**src/rtl/param_sync_fifo.sv**
```systemverilog
// param_sync_fifo: parametrised single-clock FIFO with registered or first-word-fall-through read.
//
// Ports:
//   clk          clock; all state updates on the rising edge
//   rst          asynchronous active-low reset
//   wr_en/wdata  write request and data; accepted when not full
//   rd_en        read/pop request; accepted when not empty
//   flush        synchronous flush of pointers, wrap bits and count
//   err_clr      clears the sticky overflow/underflow flags
//   rdata        read data (registered, or head word when FWFT=1)
//   full, empty, almost_full, almost_empty, count   occupancy status
//   wr_tog/rd_tog                                   pointer wrap bits
//   overflow/underflow/error                        sticky error flags

module param_sync_fifo #(
    parameter int unsigned WIDTH     = 8,
    parameter int unsigned DEPTH     = 64,
    parameter int unsigned PTR_WIDTH = 6,
    parameter int unsigned FWFT      = 0,
    parameter int unsigned AF_THRESH = 56,
    parameter int unsigned AE_THRESH = 8
) (
    input  logic                 clk,
    input  logic                 rst,
    input  logic                 wr_en,
    input  logic [WIDTH-1:0]     wdata,
    input  logic                 rd_en,
    input  logic                 flush,
    input  logic                 err_clr,
    output logic [WIDTH-1:0]     rdata,
    output logic                 full,
    output logic                 empty,
    output logic                 almost_full,
    output logic                 almost_empty,
    output logic [PTR_WIDTH:0]   count,
    output logic                 wr_tog,
    output logic                 rd_tog,
    output logic                 overflow,
    output logic                 underflow,
    output logic                 error
);

    // Elaboration-time parameter sanity checks.
    if (PTR_WIDTH != $clog2(DEPTH)) begin : g_bad_ptr_width
        $error("PTR_WIDTH must equal log2(DEPTH)");
    end
    if ((DEPTH < 4) || ((DEPTH & (DEPTH - 1)) != 0)) begin : g_bad_depth
        $error("DEPTH must be a power of two and at least 4");
    end
    if ((AF_THRESH < 1) || (AF_THRESH > DEPTH) || (AE_THRESH >= DEPTH)) begin : g_bad_thresh
        $error("almost-full/almost-empty thresholds out of range");
    end
    if (WIDTH < 1) begin : g_bad_width
        $error("WIDTH must be at least 1");
    end

    localparam logic [PTR_WIDTH:0]   DepthCnt = (PTR_WIDTH + 1)'(DEPTH);
    localparam logic [PTR_WIDTH:0]   AfCnt    = (PTR_WIDTH + 1)'(AF_THRESH);
    localparam logic [PTR_WIDTH:0]   AeCnt    = (PTR_WIDTH + 1)'(AE_THRESH);
    localparam logic [PTR_WIDTH:0]   CntOne   = {{PTR_WIDTH{1'b0}}, 1'b1};
    localparam logic [PTR_WIDTH-1:0] PtrOne   = {{(PTR_WIDTH - 1){1'b0}}, 1'b1};
    localparam logic [PTR_WIDTH-1:0] PtrMax   = {PTR_WIDTH{1'b1}};

    logic [WIDTH-1:0]     mem [DEPTH];

    logic [PTR_WIDTH-1:0] wr_ptr_q, wr_ptr_d;
    logic [PTR_WIDTH-1:0] rd_ptr_q, rd_ptr_d;
    logic                 wr_tog_q, wr_tog_d;
    logic                 rd_tog_q, rd_tog_d;
    logic [PTR_WIDTH:0]   count_q, count_d;
    logic                 overflow_q, overflow_d;
    logic                 underflow_q, underflow_d;
    logic                 wr_acc, rd_acc;
    logic                 ptr_eq;

    // full/empty come from the {tog,ptr} pairs; count is kept alongside for status outputs.
    assign ptr_eq = (wr_ptr_q == rd_ptr_q);
    assign empty  = ptr_eq & (wr_tog_q == rd_tog_q);
    assign full   = ptr_eq & (wr_tog_q != rd_tog_q);

    // Flush suppresses both acceptance and error detection for that cycle.
    assign wr_acc = wr_en & ~full & ~flush;
    assign rd_acc = rd_en & ~empty & ~flush;

    always_comb begin
        wr_ptr_d = wr_ptr_q;
        rd_ptr_d = rd_ptr_q;
        wr_tog_d = wr_tog_q;
        rd_tog_d = rd_tog_q;
        count_d  = count_q;
        if (flush) begin
            wr_ptr_d = '0;
            rd_ptr_d = '0;
            wr_tog_d = 1'b0;
            rd_tog_d = 1'b0;
            count_d  = '0;
        end else begin
            if (wr_acc) begin
                wr_ptr_d = wr_ptr_q + PtrOne;
                if (wr_ptr_q == PtrMax) begin
                    wr_tog_d = ~wr_tog_q;
                end
            end
            if (rd_acc) begin
                rd_ptr_d = rd_ptr_q + PtrOne;
                if (rd_ptr_q == PtrMax) begin
                    rd_tog_d = ~rd_tog_q;
                end
            end
            case ({wr_acc, rd_acc})
                2'b10:   count_d = count_q + CntOne;
                2'b01:   count_d = count_q - CntOne;
                default: count_d = count_q;
            endcase
        end
    end

    // A new error event in the same cycle wins over err_clr.
    always_comb begin
        overflow_d  = (overflow_q & ~err_clr) | (wr_en & full & ~flush);
        underflow_d = (underflow_q & ~err_clr) | (rd_en & empty & ~flush);
    end

    always_ff @(posedge clk or negedge rst) begin
        if (!rst) begin
            wr_ptr_q    <= '0;
            rd_ptr_q    <= '0;
            wr_tog_q    <= 1'b0;
            rd_tog_q    <= 1'b0;
            count_q     <= '0;
            overflow_q  <= 1'b0;
            underflow_q <= 1'b0;
        end else begin
            wr_ptr_q    <= wr_ptr_d;
            rd_ptr_q    <= rd_ptr_d;
            wr_tog_q    <= wr_tog_d;
            rd_tog_q    <= rd_tog_d;
            count_q     <= count_d;
            overflow_q  <= overflow_d;
            underflow_q <= underflow_d;
        end
    end

    // Storage is not reset; stale words are unreachable once pointers are cleared.
    always_ff @(posedge clk) begin
        if (wr_acc) begin
            mem[wr_ptr_q] <= wdata;
        end
    end

    if (FWFT == 0) begin : g_reg_read
        logic [WIDTH-1:0] rdata_q;

        always_ff @(posedge clk or negedge rst) begin
            if (!rst) begin
                rdata_q <= '0;
            end else if (rd_acc) begin
                rdata_q <= mem[rd_ptr_q];
            end
        end

        assign rdata = rdata_q;
    end else begin : g_fwft_read
        // Head word is exposed directly; drive zero while empty so reset shows a clean value.
        assign rdata = empty ? '0 : mem[rd_ptr_q];
    end

    assign count        = count_q;
    assign almost_full  = (count_q >= AfCnt);
    assign almost_empty = (count_q <= AeCnt);
    assign wr_tog       = wr_tog_q;
    assign rd_tog       = rd_tog_q;
    assign overflow     = overflow_q;
    assign underflow    = underflow_q;
    assign error        = overflow_q | underflow_q;

    a_flags_match_count: assert property (@(posedge clk) disable iff (!rst)
        (full == (count_q == DepthCnt)) && (empty == (count_q == '0)));

endmodule
```
**config.mk**
```make
export PLATFORM = sky130hd
export DESIGN_NAME = param_sync_fifo
export DESIGN_NICKNAME = d
export VERILOG_FILES = /design/src/rtl/param_sync_fifo.sv
export SDC_FILE = /design/constraint.sdc
export NUM_CORES = 1
export LEC_CHECK = 0
export ABC_AREA = 1
export BUFFER_PORTS_ARGS = -buffer_cell sky130_fd_sc_hd__buf_2
export CAP_MARGIN = 10
export CORE_ASPECT_RATIO = 1.1
export CORE_MARGIN = 3
export CORE_UTILIZATION = 25
export CTS_CLUSTER_DIAMETER = 200
export DETAILED_ROUTE_END_ITERATION = 7
export PLACE_DENSITY_LB_ADDON = 0.25
export SETUP_SLACK_MARGIN = 0.4
export SLEW_MARGIN = 10
export SYNTH_ARGS = -nofsm -noshare
export SYNTH_HDL_FRONTEND = slang
export SYNTH_SLANG_ARGS = --single-unit
```
**constraint.sdc**
```tcl
create_clock -name clk -period 3 [get_ports clk]
set_input_delay 0.45 -clock clk [delete_from_list [all_inputs] [get_ports clk]]
set_output_delay 0.45 -clock clk [all_outputs]
set_load 0.01 [all_outputs]
```
After elaboration in Yosys (flattened, before gate mapping)
Memory sizes are Yosys's and may differ from the RTL's. A register that Yosys moved wholly into a read port is not among the register bits. Cells that the tools add are included. Widths: inputs -> output; s select.

Flip-flop bits (word level): 23. RAM bits: 512. Output and inout bits: 24. Memories: 1.

$add $sub $neg: 4. $lt $le $gt $ge: 2. Equality and inequality tests: 7. Muxes and demuxes: 14. Bitwise operators: 21. Reductions and logical operators: 8.

Memory list: mem (depth 64, width 8, rd ports 1, clocked after memory_dff 1, write ports 1, line 64) `logic [WIDTH-1:0] mem [DEPTH];`.

Operators with widths (count): $mux 6 (4); $pmux 7 s2 (1); $add 6x1->6 const B (2); $and 1x1->1 (12); $eq 6x6->1 const B (2); $mux 1 (8); $reduce_bool 2->1 (4); $add 7x1->7 const B (1); $ge 7x6->1 const B (1); $le 7x4->1 const B (1); $mux 7 (1); $sub 7x1->7 const B (1); $eq 6x6->1 (1); $not 1->1 (6); $reduce_and 2->1 (2); $or 1x1->1 (3); $reduce_bool 3->1 (1); $eq 2x1->1 const B (1); $eq 2x2->1 const B (1); $eq 1x1->1 (1); $logic_not 1->1 (1); $ne 1x1->1 (1).

Depth between registers and ports, before layout
Word-level depth: 8. Mapped depth: 19.

Least setup slack after synthesis
OpenSTA, ideal clock, no wires.

Path type: register to register. From: reg rd_ptr_q[4]. To: reg count_q[6] (netlist: count[6]). Library setup time: 0.117 ns. Arrival time: 2.547 ns. Required time: 2.883 ns. Slack: 0.336 ns. Stages on the path, launching flop included: 18. Path buffers: 1. Period minus slack after synthesis: 2.664 ns. Cell sequence: dfrtp_1 > buf_2 > nand2_1 > nand2_1 > nor2_1 > nand3_1 > nor2_1 > nor2_2 > nand2_2 > inv_1 > fa_1 > nand3_1 > nand3_1 > a21o_1 > a21oi_1 > nand3_1 > nand3_1 > nand2_1.

Cells in the longest elaborated chain, start to end: 8. Elaborated cells on any way between the ends: 14.

Ends and longest elaborated chain: start, declared (line 67) `logic [PTR_WIDTH-1:0] rd_ptr_q, rd_ptr_d;`; start signal, assigned (line 135) `rd_ptr_q <= rd_ptr_d;`; $eq 6x6->1 (*) (line 77) `assign ptr_eq = (wr_ptr_q == rd_ptr_q);`; $and 1x1->1 (*) (line 78) `assign empty = ptr_eq & (wr_tog_q == rd_tog_q);`; named net empty (line 32) `output logic empty,`; $not 1->1 (*) (line 83) `assign rd_acc = rd_en & ~empty & ~flush;`; $and 1x1->1 (*) (2 in series) (line 83); $eq 2x1->1 / $eq 2x2->1 (equally long branches) (line 110) `case ({wr_acc, rd_acc})`; $pmux 7 s2 (line 110); $mux 7 (line 91) `if (flush) begin`; end signal, assigned (line 138) `count_q <= count_d;`; end, declared (line 70) `logic [PTR_WIDTH:0] count_q, count_d;`.

Mark *: on every way through the listed nets, which the timed path passes. The rest lies on a longest branch. A chain may end at the register's enable or synchronous reset.

Worst setup path after layout
From: reg rd_ptr_q[1]. To: mem mem[31][6] (enable).

Cells in the longest elaborated chain, start to end: 7.

Ends and longest elaborated chain: $eq 6x6->1 (line 77); $and 1x1->1 (line 79) `assign full = ptr_eq & (wr_tog_q != rd_tog_q);`; $not 1->1 (line 82) `assign wr_acc = wr_en & ~full & ~flush;`; $and 1x1->1 (2 in series) (line 82); $mux 1 (line 146) `if (wr_acc) begin`; $mux 1 (implied by the code) (line 147) `mem[wr_ptr_q] <= wdata;`; end, declared (line 64).

Every way passes these cells.

==> results.md <==
- Yosys reg bits: 543
- TritonRoute pass-1 iters: 5
- Clock buffer depth: 3
- Vias per inst: 4.63
- Final net count: 2050
- CTS root buf: clkbuf_16
- Relative slew slack: 34.8%
- Synth warnings: 0
- Vias in the first global route: 14700
- Worst Tran Pin Value: 0.978 ns
- Final setup viols: 0
- First-pass GRT wire length: 95.3 mm
- Clock skew: 0.0170 ns
- # IOs: 38
- Worst min path class: input port to register
- Pre-CTS WS: 0.138 ns
- Final instance area: 26300 sq um
- Hold WS: 0.0769 ns
- Post-route setup slack: 0.490 ns
- Synth Area in Simple Gates: 22.5%
- WP data arrival: 2.74 ns
- Total nets after synthesis: 2003
- LEAKAGE: 9.23 nW
- Post-placement cell area: 24100 sq um
- Fin. max-slew vios: 0
- TNS Setup: 0 ns
- Pwr Density: 668 nW/um^2
- CP endpoint kind: register
- Max-cap violations: 0
- Worst Reg-to-Reg Cells: 10
- Final worst-path cycle share: 83.7%
- Port Buffers: 37
- Status: finished clean
- Flop2flop setup slack: 0.49 ns
- Max VDD drop: 0.000386 V
- Multi-input gate area: 5980 sq um
- Largest net degree at the start of global routing: 150
- Syn Inst Count: 1981
- Setup CP Type: register to register
- Unrepaired setup endpoints after global routing: yes
- Final Critical Period: 2.51 ns
- Mux contribution to synthesized area: 0%
- Total Routing Usage GR: 13.3%
- Total grt overflow: 0
- WL final: 63.5 mm
- Hold Path Depth: 2
- Post-synthesis xor/xnor area fraction: 0.274%
- Area of the mapped netlist: 22400 sq um
- FILL cells: 8961
- Row cnt: 114
- Final hold viol count: 0
- First DRT Iteration DRCs: 1252
- CP Launch Type: register
- CTS tree: yes
- Synth Area in Compound Gates: 2.09%
- Die Ht: 320 microns
- Layout cells sized above 1: 13.8%
- Worst-Skew Late Latency: 0.61 ns
- FF+latch area: 16200 sq um
- Gpl congestion: 0.837
- Area Overhead vs Synth: 17.4%
- CTS H-tree lvls: 2
- Clock sink count: 543
- Initial antenna violation count: 5
- Initial Utilization: 25.4%
- Hpwl dp: 37.6 mm
- Max Fclk: 398 MHz
- Fraction of the mapped netlist area in adder cells: 0.480%
- Drt drc: 0
- Worst-path fanout max: 12
- DR vias: 15000
- Drt wl/cell: 19.6 microns
- Die Span X: 291 microns
- Syn avg cell area: 11.3 sq um
- Post-synthesis cell type count: 29
- Die ar.: 93200 sq um
- Seq/Total Area, Yosys: 72.1%
- Core ar.: 88300 sq um
- Largest family of logic cells by synthesized area: simple AND/OR/NAND/NOR gates
- Clock transition at path regs: 0.07 ns
- Worst EP required: 3.23 ns
- Antenna Nets Post-Route: 0
- CTS Buf Count: 56
[final cells by class]
class	count	share of cell area [%]
clock buffers	67	5.57
inverters	27	0.433
clock inverters	33	1.31
flip-flops and latches	543	61.5
repair buffers	103	2.93
multi-input cells	1297	22.8
diodes	2	0.0190
well taps	1160	5.52
[through the flow]
step | instances | power (mW) | utilization, %
finish | 3232 | 17.6 | 29.8
floorplan | 1981 | 9.81 | -
CTS | 3227 | 17.7 | 29.5
detailed placement | 3124 | 10.7 | 27.3
global placement | 3124 | 10.7 | 27.3
global route | 3230 | 18.3 | 29.8
[Yosys cell counts, drive strengths merged]
cell | number | area [sq um]
nor3 | 4 | 20.0
clkbuf | 62 | 233
o22ai | 12 | 75.1
xor2 | 1 | 8.76
a21oi | 16 | 80.1
a21o | 1 | 7.51
xnor2 | 6 | 52.6
nor2 | 111 | 419
nand4 | 9 | 56.3
buf | 52 | 230
a2111oi | 1 | 8.76
edfxtp | 512 | 15400
o21ai | 37 | 185
nand2 | 669 | 2520
dfrtp | 31 | 776
a21boi | 7 | 52.6
ha | 7 | 87.6
inv | 27 | 101
o221ai | 1 | 8.76
o211ai | 1 | 7.51
fa | 1 | 20.0
a31oi | 7 | 43.8
nand3 | 406 | 2040
[flip-flops by register name (all words and copies together), names as in the netlist]
register / flops
count: 7
rd_ptr_q: 6
wr_tog: 1
rdata: 8
mem: 512
rd_tog: 1
wr_ptr_q: 6
overflow: 1
underflow: 1
[power breakdown]
group	internal (mW)	switching (mW)	total (mW)
registers	8.38	0.139	8.52
logic	0.597	1.45	2.05
clock network	4.06	2.94	7.00
total	13.0	4.53	17.6
[placed cells by master, fill, tap and decap left out, types with 2 or more instances in the layout]
master and count:
buf_2 37, clkinvlp_4 4, inv_4 2, clkinv_1 7, ha_4 2, inv_1 17
a21boi_0 7, nand3_1 403, clkbuf_1 10, o22ai_1 12, nand3_2 3, diode_2 2
edfxtp_1 512, bufinv_16 7, a21oi_1 15, o21ai_0 37, buf_8 3, nor3_1 4
nor2_2 55, nand2_2 5, inv_2 7, a31oi_1 7, clkinv_2 14, dfrtp_1 23
nor2_1 42, buf_6 2, buf_4 56, nor2_4 14, nand4_1 9, dfrtp_2 6
xnor2_1 5, nand2_1 664, clkbuf_16 57, dfrtp_4 2, ha_1 5, buf_12 3
[cell families after synthesis]
kind of cell | after synthesis
xor gates and xnor gates | 7
AOI/OAI and AO/OA | 83
DFF | 543
adders and majority gates | 8
and+or+nand+nor | 1199
buffers and inverters | 141
[critical path, cell delays in order (launching register included)]
cell	delay, ns
dfrtp_4	0.52
inv_4	0.08
nand2_1	0.06
nand2_2	0.08
nor2_4	0.05
nand3_2	0.08
nor2_1	0.07
nor2_1	0.10
buf_4	0.19
nand2_2	0.33
nor2_2	0.55
[final timing paths]
| kind | from | endpoint |
|---|---|---|
| setup / recovery | rd_ptr_q[1]$_DFFE_PN0P_ | mem[31][6]$_DFFE_PP_ |
| hold / removal | err_clr | overflow$_DFF_PN0_ |
| setup reg to reg | rd_ptr_q[1]$_DFFE_PN0P_ | mem[31][6]$_DFFE_PP_ |
| hold reg to reg | count[5]$_DFFE_PN0P_ | count[5]$_DFFE_PN0P_ |
| max in group asynchronous | rst | rd_ptr_q[1]$_DFFE_PN0P_ |
| min in group asynchronous | rst | count[0]$_DFFE_PN0P_ |
[repair_timing]
| action | CTS | global route |
|---|---|---|
| hold buffers | 1 | 0 |
| setup endpoints to repair | 514 | 506 |
| pin swaps | 1 | 4 |
| gates resized for setup | 58 | 55 |
| hold endpoints to repair | 31 | 0 |
| buffers inserted | 2 | 3 |
[per-layer routing]
layer,routed length [microns],track usage [%]
met2,29700,21.5
met4,1470,3.86
met5,44,0
met1,29300,18.3
met3,2980,2.63
Power figures use the tool's default switching activity.
